$ cat src/rtl/mem_pipe_ctrl.sv
// Byte-enabled word memory with fixed-latency reads, a response FIFO sized so that
// every accepted read always has a slot, and credit-based request back-pressure.
module mem_pipe_ctrl #(
  parameter int LOCATIONS     = 16,
  parameter int LOCATION_SIZE = 32,
  parameter int RD_LATENCY    = 2,
  localparam int AW           = $clog2(LOCATIONS),
  localparam int BW           = LOCATION_SIZE / 8,
  localparam int DEPTH        = RD_LATENCY + 1
) (
  input  logic                     clk,
  input  logic                     reset,
  input  logic                     req_valid,
  output logic                     req_ready,
  input  logic                     op,
  input  logic [AW-1:0]            addr,
  input  logic [LOCATION_SIZE-1:0] data_in,
  input  logic [BW-1:0]            byte_en,
  output logic                     rsp_valid,
  input  logic                     rsp_ready,
  output logic [LOCATION_SIZE-1:0] data_out,
  output logic                     rsp_err
);

  // Handshakes: a request transfers on a rising edge with req_valid & req_ready;
  // a response transfers on a rising edge with rsp_valid & rsp_ready. Neither
  // ready depends combinationally on the matching valid.

  localparam int PW = $clog2(DEPTH);
  localparam int CW = $clog2(DEPTH + 1);

  logic [LOCATION_SIZE-1:0] mem [LOCATIONS];

  logic                     accept;
  logic                     wr_acc;
  logic                     rd_acc;
  logic                     in_range;
  logic [LOCATION_SIZE-1:0] rd_word;

  logic                     pipe_v [RD_LATENCY];
  logic [LOCATION_SIZE-1:0] pipe_d [RD_LATENCY];
  logic                     pipe_e [RD_LATENCY];

  logic [LOCATION_SIZE-1:0] fifo_d [DEPTH];
  logic                     fifo_e [DEPTH];
  logic [PW-1:0]            wr_ptr;
  logic [PW-1:0]            rd_ptr;
  logic [CW-1:0]            count_q;
  logic [CW-1:0]            credits_q;
  logic                     started_q;
  logic                     push;
  logic                     pop;

  function automatic logic [PW-1:0] ptr_inc(input logic [PW-1:0] p);
    return (p == PW'(DEPTH - 1)) ? '0 : p + 1'b1;
  endfunction

  assign in_range  = (32'(addr) < LOCATIONS);
  assign req_ready = started_q && (credits_q < CW'(DEPTH));
  assign accept    = req_valid && req_ready;
  assign wr_acc    = accept && op;
  assign rd_acc    = accept && !op;
  assign rd_word   = in_range ? mem[addr] : '0;

  assign push      = pipe_v[RD_LATENCY-1];
  assign rsp_valid = (count_q != '0);
  assign pop       = rsp_valid && rsp_ready;
  assign data_out  = rsp_valid ? fifo_d[rd_ptr] : '0;
  assign rsp_err   = rsp_valid && fifo_e[rd_ptr];

  // Out-of-range writes are dropped silently; only enabled lanes change.
  always_ff @(posedge clk or negedge reset) begin
    if (!reset) begin
      for (int i = 0; i < LOCATIONS; i++) mem[i] <= '0;
    end else if (wr_acc && in_range) begin
      for (int b = 0; b < BW; b++) begin
        if (byte_en[b]) mem[addr][8*b +: 8] <= data_in[8*b +: 8];
      end
    end
  end

  always_ff @(posedge clk or negedge reset) begin
    if (!reset) begin
      for (int s = 0; s < RD_LATENCY; s++) begin
        pipe_v[s] <= 1'b0;
        pipe_d[s] <= '0;
        pipe_e[s] <= 1'b0;
      end
    end else begin
      pipe_v[0] <= rd_acc;
      pipe_d[0] <= rd_word;
      pipe_e[0] <= !in_range;
      for (int s = 1; s < RD_LATENCY; s++) begin
        pipe_v[s] <= pipe_v[s-1];
        pipe_d[s] <= pipe_d[s-1];
        pipe_e[s] <= pipe_e[s-1];
      end
    end
  end

  // Credits cover the pipeline too, so a push always finds a free FIFO entry.
  always_ff @(posedge clk or negedge reset) begin
    if (!reset) begin
      for (int i = 0; i < DEPTH; i++) begin
        fifo_d[i] <= '0;
        fifo_e[i] <= 1'b0;
      end
      wr_ptr    <= '0;
      rd_ptr    <= '0;
      count_q   <= '0;
      credits_q <= '0;
      started_q <= 1'b0;
    end else begin
      started_q <= 1'b1;
      if (push) begin
        fifo_d[wr_ptr] <= pipe_d[RD_LATENCY-1];
        fifo_e[wr_ptr] <= pipe_e[RD_LATENCY-1];
        wr_ptr         <= ptr_inc(wr_ptr);
      end
      if (pop) rd_ptr <= ptr_inc(rd_ptr);
      case ({push, pop})
        2'b10:   count_q <= count_q + CW'(1);
        2'b01:   count_q <= count_q - CW'(1);
        default: count_q <= count_q;
      endcase
      case ({rd_acc, pop})
        2'b10:   credits_q <= credits_q + CW'(1);
        2'b01:   credits_q <= credits_q - CW'(1);
        default: credits_q <= credits_q;
      endcase
    end
  end

endmodule
$ cat config.mk
export PLATFORM = sky130hd
export DESIGN_NAME = mem_pipe_ctrl
export DESIGN_NICKNAME = d
export VERILOG_FILES = /design/src/rtl/mem_pipe_ctrl.sv
export SDC_FILE = /design/constraint.sdc
export NUM_CORES = 1
export LEC_CHECK = 0
export ABC_CLOCK_PERIOD_IN_PS = 1800
export BUFFER_PORTS_ARGS = -buffer_cell sky130_fd_sc_hd__buf_2
export CORE_MARGIN = 3
export CORE_UTILIZATION = 56
export CTS_CLUSTER_SIZE = 30
export DETAILED_ROUTE_END_ITERATION = 16
export PLACE_DENSITY_LB_ADDON = 0.08
export SLEW_MARGIN = 20
export SYNTH_ARGS = -nofsm -noshare
export SYNTH_HDL_FRONTEND = slang
export SYNTH_SLANG_ARGS = --single-unit
export TNS_END_PERCENT = 10
$ cat constraint.sdc
create_clock -name clk -period 1.8 [get_ports clk]
set_clock_uncertainty 0.1 [all_clocks]
set_input_delay 0.09 -clock clk [delete_from_list [all_inputs] [get_ports clk]]
set_output_delay 0.09 -clock clk [all_outputs]
set_load 0.05 [all_outputs]
==> results of run 1 <==
flip-flops by register name (all words and copies together) (netlist names):
name / cells
mem: 512
fifo_d: 96
pipe_d: 64
fifo_e: 3
count_q: 2
credits_q: 2
rd_ptr: 2
wr_ptr: 2
pipe_v: 1
push: 1
started_q: 1
logic make-up (layout without fill, tap and decap cells):
group                      count (synthesis)  count (layout)  synth area share (%)
AOI/OAI and AO/OA                        103             103                  2.27
xor gates and xnor gates                   6               6                 0.173
other                                      1               2                0.0124
muxes                                    770             770                  33.3
and+or+nand+nor                          194             194                  5.21
adders and majority gates                  2               2                0.0825
DFF                                      686             686                  56.6
buffers and inverters                    145             432                  2.31
power breakdown:
part / switching, mW / internal [mW]
Clock: 6.01 / 8.77
Sequential: 1.02 / 17.2
Combinational: 3.48 / 3.53
cell usage after synthesis, types with 5 or more instances:
| library cell | n |
|---|---|
| dfrtp_1 | 686 |
| mux2_2 | 609 |
| mux4_2 | 116 |
| clkbuf_1 | 68 |
| a22oi_1 | 64 |
| nand2_1 | 64 |
| nand4_2 | 64 |
| buf_2 | 60 |
| mux2i_1 | 33 |
| a21oi_1 | 32 |
| or2_2 | 32 |
| mux4_1 | 12 |
| and4bb_2 | 5 |
| inv_1 | 5 |
| nor2_1 | 5 |
worst min path at each step:
stage / from / end
after CTS: byte_en[1] / mem[47]
after detailed placement: reset / pipe_d[35]
after global routing: byte_en[1] / mem[42]
after global placement: reset / pipe_d[35]
final: byte_en[1] / mem[47]
after floorplan: reset / count_q[0]
repair_timing:
item,CTS,global route
resized for setup,91,30
buffers inserted,0,3
hold endpoints to repair,1205,0
cloned,0,3
hold buffers,39,0
pin swaps,0,1
endpoints found under the setup margin,98,420
layer usage:
metal	vias up	track usage (%)
li1	7618	-
met1	9164	35.2
met2	287	39.7
met3	91	3.83
met4	0	5.26
met5	-	0
worst reg2reg max path, cell delays in order (launching register included):
cell and delay (ps):
dfrtp_1 410, a21boi_4 240, buf_12 180, buf_12 170, nand4_2 130, buf_12 200
mux2_2 280
stage by stage:
stage               TNS [ps]  setup slack (ps)  instance area, sq um
CTS                   -12760              -425                 36700
global placement        -805             -28.7                 33600
finish                -14040              -396                 36900
detailed placement     -1960             -64.4                 33600
floorplan              -2300             -73.3                 30500
global route          -40170              -461                 36900
layout make-up:
class | count | area share (%)
diodes | 1 | 0.00678
clock buffers | 111 | 5.88
clock inverters | 21 | 0.562
inverters | 5 | 0.0508
multi-input cells | 1076 | 34.7
flip-flops and latches | 686 | 46.5
well taps | 688 | 2.33
repair buffers | 295 | 10.0
==> metrics.txt, run 1 <==
Synth top area share 56.6%; status complete, but fails checks; Leak 18.3 nW; Cell Area, Synth 30300 sq um; Core ar. 53100 sq um; failing checks setup timing; register bit total from synthesis 686; Bufs on Longest Clock Path 3; overall routed net length 66900 um; clock sinks 686; Via Count 17160; Synth area leader dfrtp_1; footprint of the multi-input gates 12800 sq um; wire per inst 23.2 um; number of port buffers 79; worst-skew pair later-pin latency 610 ps; prevailing post-synth register cell dfrtp_1; RePlAce Congestion 0.741; crit path cell chain buf_6, mux2i_1, or2_2, a21oi_2, buf_6; Slew HR 38.4%; area delta synth->final 21.8%; post-synthesis async set-or-reset flop share 100%; number of H-tree levels 3; Overall Global Routing Usage 24.3%; routed length on met1 30600 um; Clk pin slew, worst setup/hold paths 70 ps; FF-to-FF End mem[336]; initial antenna violation count 4; VDD IR max 0.000885 V; average cell area after synthesis 15.9 sq um; vias per inst 5.95; worst path buffer plus inverter count 2; r2r setup slk -40 ps; worst slew pin tran 924 ps; critical path class reg -> out; row cnt 84; Final setup viols 195; syn_nets 1954; Final Hold Viols 0; ranking of synthesized cells by area dfrtp_1, mux2_2, mux4_2; met2 WL 32800 um; Layout Cells excl Fill 2883; reg-to-reg startpoint credits_q[0]; maximum number of pins on one net before global-route repair 75; CP endpoint data_out[18]; Top delay family on crit path flip-flops; GRT overflow 0; met3 routed WL 2270 um; Remaining DRCs 0; max incr delay on CP 470 ps; Die ar. 57000 sq um; CP required 1610 ps; WHS 79.8 ps; most frequent cells in the layout dfrtp_1, mux2_2, mux4_2, buf_12, clkbuf_16; Achievable Freq 0.455 GHz; layout cells sized above 1 56.8%; commonest non-fill, non-tap cell in the layout dfrtp_1; R2R cell count 6; highest metal used met4; Power, Total 40.1 mW; post-route clock period utilization 122%; Stages on worst setup path 5; critical path arrival 2010 ps; Seq. cell area 17200 sq um; Critical Path Start rd_ptr[1]; DRT Pass-1 Iters 5; first-pass GRT wire length 107000 um; Final Util 69.6%; total CTS buffers 73; clock root cell clkbuf_16; Startpoint Class flip-flop; EDFF count, synth 0; pwr dens 1080 nW/um^2; number of fill cells in the layout 3490; Synth cell types 39; worst hold path depth 3; die height 239 um; Slew Limit Fails 0; HPWL Detailed 42900 um; Max Cap Viol 0; slowest stage cell, crit path dfrtp_2; DIE WIDTH 239 um; Layout Nets 2184; post-layout min period 2200 ps; HP Class in -> reg; TritonCTS clock tree built; sequential area share after synthesis 56.6%; setup ws final -396 ps; Initial Util 57.2%; crit end category output pin; unrepaired setup endpoints after global routing yes; IO Pins 80; CP max FO 9; Antenna Violating Nets Remaining 0; drt initial violations 721; Placed Cells 2705; Synth Instances 1907; yosys warns 0; Most common cell on crit path buf_6; vias in the first global route 18549
Power figures use the tool's default switching activity.
==> run 2: changes to the inputs <==
--- a/config.mk
+++ b/config.mk
@@ -7,8 +7,10 @@
 export LEC_CHECK = 0
 export ABC_CLOCK_PERIOD_IN_PS = 1800
 export BUFFER_PORTS_ARGS = -buffer_cell sky130_fd_sc_hd__buf_2
+export CELL_PAD_IN_SITES_DETAIL_PLACEMENT = 1
+export CELL_PAD_IN_SITES_GLOBAL_PLACEMENT = 2
 export CORE_MARGIN = 3
-export CORE_UTILIZATION = 56
+export CORE_UTILIZATION = 42
 export CTS_CLUSTER_SIZE = 30
 export DETAILED_ROUTE_END_ITERATION = 16
 export PLACE_DENSITY_LB_ADDON = 0.08
==> run 2 against run 1 <==
Compared with the run above:
- the flow still finishes with violations (setup timing)
- clock power grew 4%
- worst setup slack worse by 20 ps
- cell count grew 9.5%
- sequential power barely moved
- via count grew 1.7%
- critical path depth did not move
- non-clock buffer count rose by 16
- sequential cell count stayed put
- largest power group unchanged
==> metrics.txt, run 2 (synthesis results as in run 1) <==
layout cells sized above 1 56.9%; post-layout min period 2220 ps; Placed Cells 2972; DIE WIDTH 275 um; GRT overflow 0; Largest regs mem x512, fifo_d x96, pipe_d x64; Layout Nets 2204; max incr delay on CP 480 ps; Core ar. 70800 sq um; Top delay family on crit path flip-flops; RePlAce Congestion 0.713; CP required 1610 ps; initial antenna violation count 7; Overall Global Routing Usage 21.2%; first-pass GRT wire length 122000 um; total CTS buffers 77; HPWL Detailed 50500 um; Placed Area 34200 sq um; vias per inst 5.53; Bufs on Longest Clock Path 3; row cnt 97; status complete, but fails checks; Antenna Violating Nets Remaining 0; IO Pins 80; crit path cell chain buf_4, mux2i_1, or2_2, a21oi_2, buf_6; commonest non-fill, non-tap cell in the layout dfrtp_1; Max Cap Viol 0; unrepaired setup endpoints after global routing yes; most frequent cells in the layout dfrtp_1, mux2_2, mux4_2, buf_12, clkbuf_16; VDD IR max 0.000748 V; critical path arrival 2030 ps; Startpoint Class flip-flop; critical path class reg -> out; vias in the first global route 19631; post-route clock period utilization 123%; failing checks setup timing; crit end category output pin; worst path buffer plus inverter count 2; Clk pin slew, worst setup/hold paths 60 ps; number of port buffers 79; post-route cell area 37600 sq um; TritonCTS clock tree built; overall routed net length 77400 um; Final setup viols 450; Slew Limit Fails 0; slowest stage cell, crit path dfrtp_2; clock root cell clkbuf_16; pwr dens 1090 nW/um^2; Initial Util 42.9%; maximum number of pins on one net before global-route repair 94; worst-skew pair later-pin latency 610 ps; HP Class in -> async; setup ws final -416 ps; DRT Pass-1 Iters 4; Layout Cells excl Fill 3157; Top reg by flops mem; die height 275 um; Slew HR 35.0%; Largest register FFs 512; Via Count 17458; Remaining DRCs 0; pre-CTS setup slack -308 ps; CP max FO 5; Achievable Freq 0.451 GHz; wire per inst 24.5 um; number of H-tree levels 3; clock sinks 686; Final Util 53.2%; Final Hold Viols 0; worst slew pin tran 971 ps; Die ar. 75500 sq um; area delta synth->final 24.0%; drt initial violations 907; Leak 18.5 nW
==> run 2: cell count changes in the layout (fill, tap and decap cells not counted), sizes merged <==
cell / previous run / this run
buf: 252 / 271
clkinvlp: 5 / 0
dlymetal6s4s: 1 / 0
clkbuf: 115 / 119
clkinv: 10 / 15
dlygate4sd3: 38 / 40
inv: 8 / 6
==> run 2: worst paths after layout <==
check,from,to,slack [ps],cells after the start
min in group clk,byte_en[1],mem[233],110,4
worst max register to register,credits_q[1],mem[245],-90,7
worst min-delay path,reset,fifo_d[21],50,3
worst max-delay path,rd_ptr[1],data_out[31],-420,5
max in group asynchronous,reset,mem[224],70,5
worst min register to register,pipe_d[33],pipe_d[1],240,0
==> run 2: metal layers <==
layer	global-route usage, %	part of all wire (%)	routed length, um
met5	0	0	0
met4	6.23	2.4	1850
met3	2.66	3.5	2700
met2	34.9	48	37300
met1	29.7	46	35500
==> run 2: where the power goes <==
group | switching [mW] | total (mW) | internal [mW]
Sequential | 1.03 | 18.3 | 17.2
Combinational | 3.64 | 7.26 | 3.63
Clock | 6.21 | 15.4 | 9.22
==> run 2: area by class of cell <==
| type | instances | area (sq um) |
|---|---|---|
| clock buffer | 119 | 2310 |
| multi-input combinational | 1076 | 12800 |
| clock inverter | 19 | 174 |
| tap | 940 | 1180 |
| timing repair buffer | 311 | 3940 |
| inverter | 5 | 18.8 |
| fill | 6480 | 33100 |
| antenna | 1 | 2.50 |
| sequential | 686 | 17200 |
==> run 2: through the flow <==
stage	TNS (ps)	hold WS [ps]	power [mW]
2_1_floorplan	-2300	-306	22.4
3_3_place_gp	-8390	-146	24.9
3_5_place_dp	-21690	-145	25.2
4_1_cts	-65960	61.0	41.5
5_1_grt	-59980	94.6	43.0
6_report	-33060	50.3	41.0
==> run 2: tightest hold or removal path: stages <==
cell           delay, ps
dlygate4sd3_1        560
buf_8                150
buf_12               390
==> run 2: timing repair <==
item                       4_1_cts  5_1_grt
gates cloned                     2        0
setup endpoints to repair      417      547
hold endpoints to repair      1203        0
resized for setup              113       17
hold buffers                    40        0
pin swaps                        6        1
setup buffers                    1        3
==> run 3: changes to the inputs <==
--- a/config.mk
+++ b/config.mk
@@ -6,13 +6,13 @@
 export NUM_CORES = 1
 export LEC_CHECK = 0
 export ABC_CLOCK_PERIOD_IN_PS = 1800
-export BUFFER_PORTS_ARGS = -buffer_cell sky130_fd_sc_hd__buf_2
 export CELL_PAD_IN_SITES_DETAIL_PLACEMENT = 1
 export CELL_PAD_IN_SITES_GLOBAL_PLACEMENT = 2
 export CORE_MARGIN = 3
-export CORE_UTILIZATION = 42
+export CORE_UTILIZATION = 43
 export CTS_CLUSTER_SIZE = 30
 export DETAILED_ROUTE_END_ITERATION = 16
+export DONT_BUFFER_PORTS = 1
 export PLACE_DENSITY_LB_ADDON = 0.08
 export SLEW_MARGIN = 20
 export SYNTH_ARGS = -nofsm -noshare
==> run 3 against run 2 <==
Compared with the run above:
- the flow finishes with violations (hold timing, setup timing)
- routed wire length down 5.4%
- largest cell class unchanged
- largest power group unchanged
- critical path depth did not move
- first-iteration DRC count up 17%
- critical path type unchanged
- cell count is 4.2% lower
- total power is 1.1% lower
- register-to-register slack lost 70 ps
- final area shrank 2.1%
- hold slack got worse by 960 ps
==> metrics.txt, run 3 (synthesis results as in run 1) <==
Remaining DRCs 0; Slew Limit Fails 0; Core ar. 69200 sq um; row cnt 96; Final Hold Viols 602; Bufs on Longest Clock Path 3; post-layout min period 2170 ps; Placed Area 33400 sq um; Layout Cells excl Fill 3023; crit end category output pin; worst-skew pair later-pin latency 600 ps; IO Pins 80; Die ar. 73800 sq um; RePlAce Congestion 0.698; Via Count 16914; Initial Util 43.8%; most frequent cells in the layout dfrtp_1, mux2_2, mux4_2, buf_12, clkbuf_16; Layout Nets 2083; hold buffers post-CTS 41; Slew HR 22.4%; Max Cap Viol 0; die height 272 um; maximum number of pins on one net before global-route repair 687; WHS -905 ps; crit path cell chain buf_12, mux2i_1, or2_4, a21oi_4, buf_12; number of port buffers 0; HP Class in -> async; Seq. cell area 17200 sq um; total CTS buffers 76; status complete, but fails checks; Most common cell on crit path buf_12; worst slew pin tran 1160 ps; Startpoint Class flip-flop; initial antenna violation count 8; clock root cell clkbuf_16; HPWL Detailed 43300 um; slowest stage cell, crit path dfrtp_2; DRT Pass-1 Iters 4; commonest non-fill, non-tap cell in the layout dfrtp_1; overall routed net length 73200 um; vias in the first global route 18738; failing checks hold timing, setup timing; first-pass GRT wire length 114000 um; worst path buffer plus inverter count 2; Leak 17.9 nW; Clk pin slew, worst setup/hold paths 60 ps; post-route clock period utilization 121%; Antenna Violating Nets Remaining 0; TritonCTS clock tree built; CP required 1610 ps; max incr delay on CP 470 ps; unrepaired setup endpoints after global routing yes; Achievable Freq 0.461 GHz; number of H-tree levels 3; pwr dens 1100 nW/um^2; clock sinks 686; DIE WIDTH 272 um; footprint of the multi-input gates 13000 sq um; setup ws final -369 ps; vias per inst 5.60; Final setup viols 539; VDD IR max 0.00116 V; post-route cell area 36800 sq um; layout cells sized above 1 54.5%; critical path arrival 1980 ps; Overall Global Routing Usage 20.1%; Largest regs mem x512, fifo_d x96, pipe_d x64; CP max FO 20; Top delay family on crit path flip-flops; wire per inst 24.2 um; critical path class reg -> out; GRT overflow 0; Placed Cells 2839; drt initial violations 1063; Largest register FFs 512; Top reg by flops mem; Final Util 53.2%; number of fill cells in the layout 6422; area delta synth->final 21.3%
## run 3: worst paths after layout
| path | startpoint | endpoint | slack [ps] | cells past startpoint |
|---|---|---|---|---|
| min | reset | fifo_d[62] | -910 | 0 |
| max reg2reg | credits_q[0] | mem[451] | -160 | 6 |
| max in group asynchronous | reset | mem[404] | 500 | 2 |
| min reg2reg | pipe_d[37] | pipe_d[5] | 250 | 0 |
| max | rd_ptr[1] | data_out[17] | -370 | 5 |
| min in group clk | addr[1] | pipe_d[63] | -240 | 3 |
## run 3: repair_timing
action,4_1_cts,5_1_grt
setup buffers,0,4
setup endpoints to repair,315,534
gates cloned,0,2
endpoints found under the hold margin,1236,602
pin swaps,0,2
resized for setup,51,28
## run 3: where the power goes
group	internal, mW	switching [mW]	total, mW
registers	17.2	1.02	18.3
logic	3.53	3.43	6.96
clock network	9.18	6.12	15.3
## run 3: area by class of cell
| type | count | share of cell area (%) |
|---|---|---|
| Multi-Input combinational cell | 1076 | 35.2 |
| Inverter | 5 | 0.0510 |
| Clock buffer | 115 | 6.23 |
| Antenna cell | 3 | 0.0204 |
| Clock inverter | 16 | 0.449 |
| Sequential cell | 686 | 46.6 |
| Tap cell | 931 | 3.17 |
| Timing Repair Buffer | 191 | 8.22 |
## run 3: layer usage
metal / vias up / track usage (%) / part of all wire (%) / wire [um]
met4: 0 / 4.70 / 1.8 / 1310
met3: 90 / 3.09 / 3.4 / 2460
met2: 234 / 32.9 / 48 / 35300
li1: 7377 / - / - / -
met5: - / 0 / 0 / 0
met1: 9213 / 28.5 / 47 / 34100
## run 3: metrics by stage
step                      power (mW)  TNS (ps)  setup WS [ps]
final                           40.5    -52320           -369
after detailed placement        24.5     -3170           -196
after global routing            42.5    -80080           -447
after floorplan                 22.4     -2300          -73.3
after global placement          24.3      -493           -239
after CTS                       40.7    -41230           -439
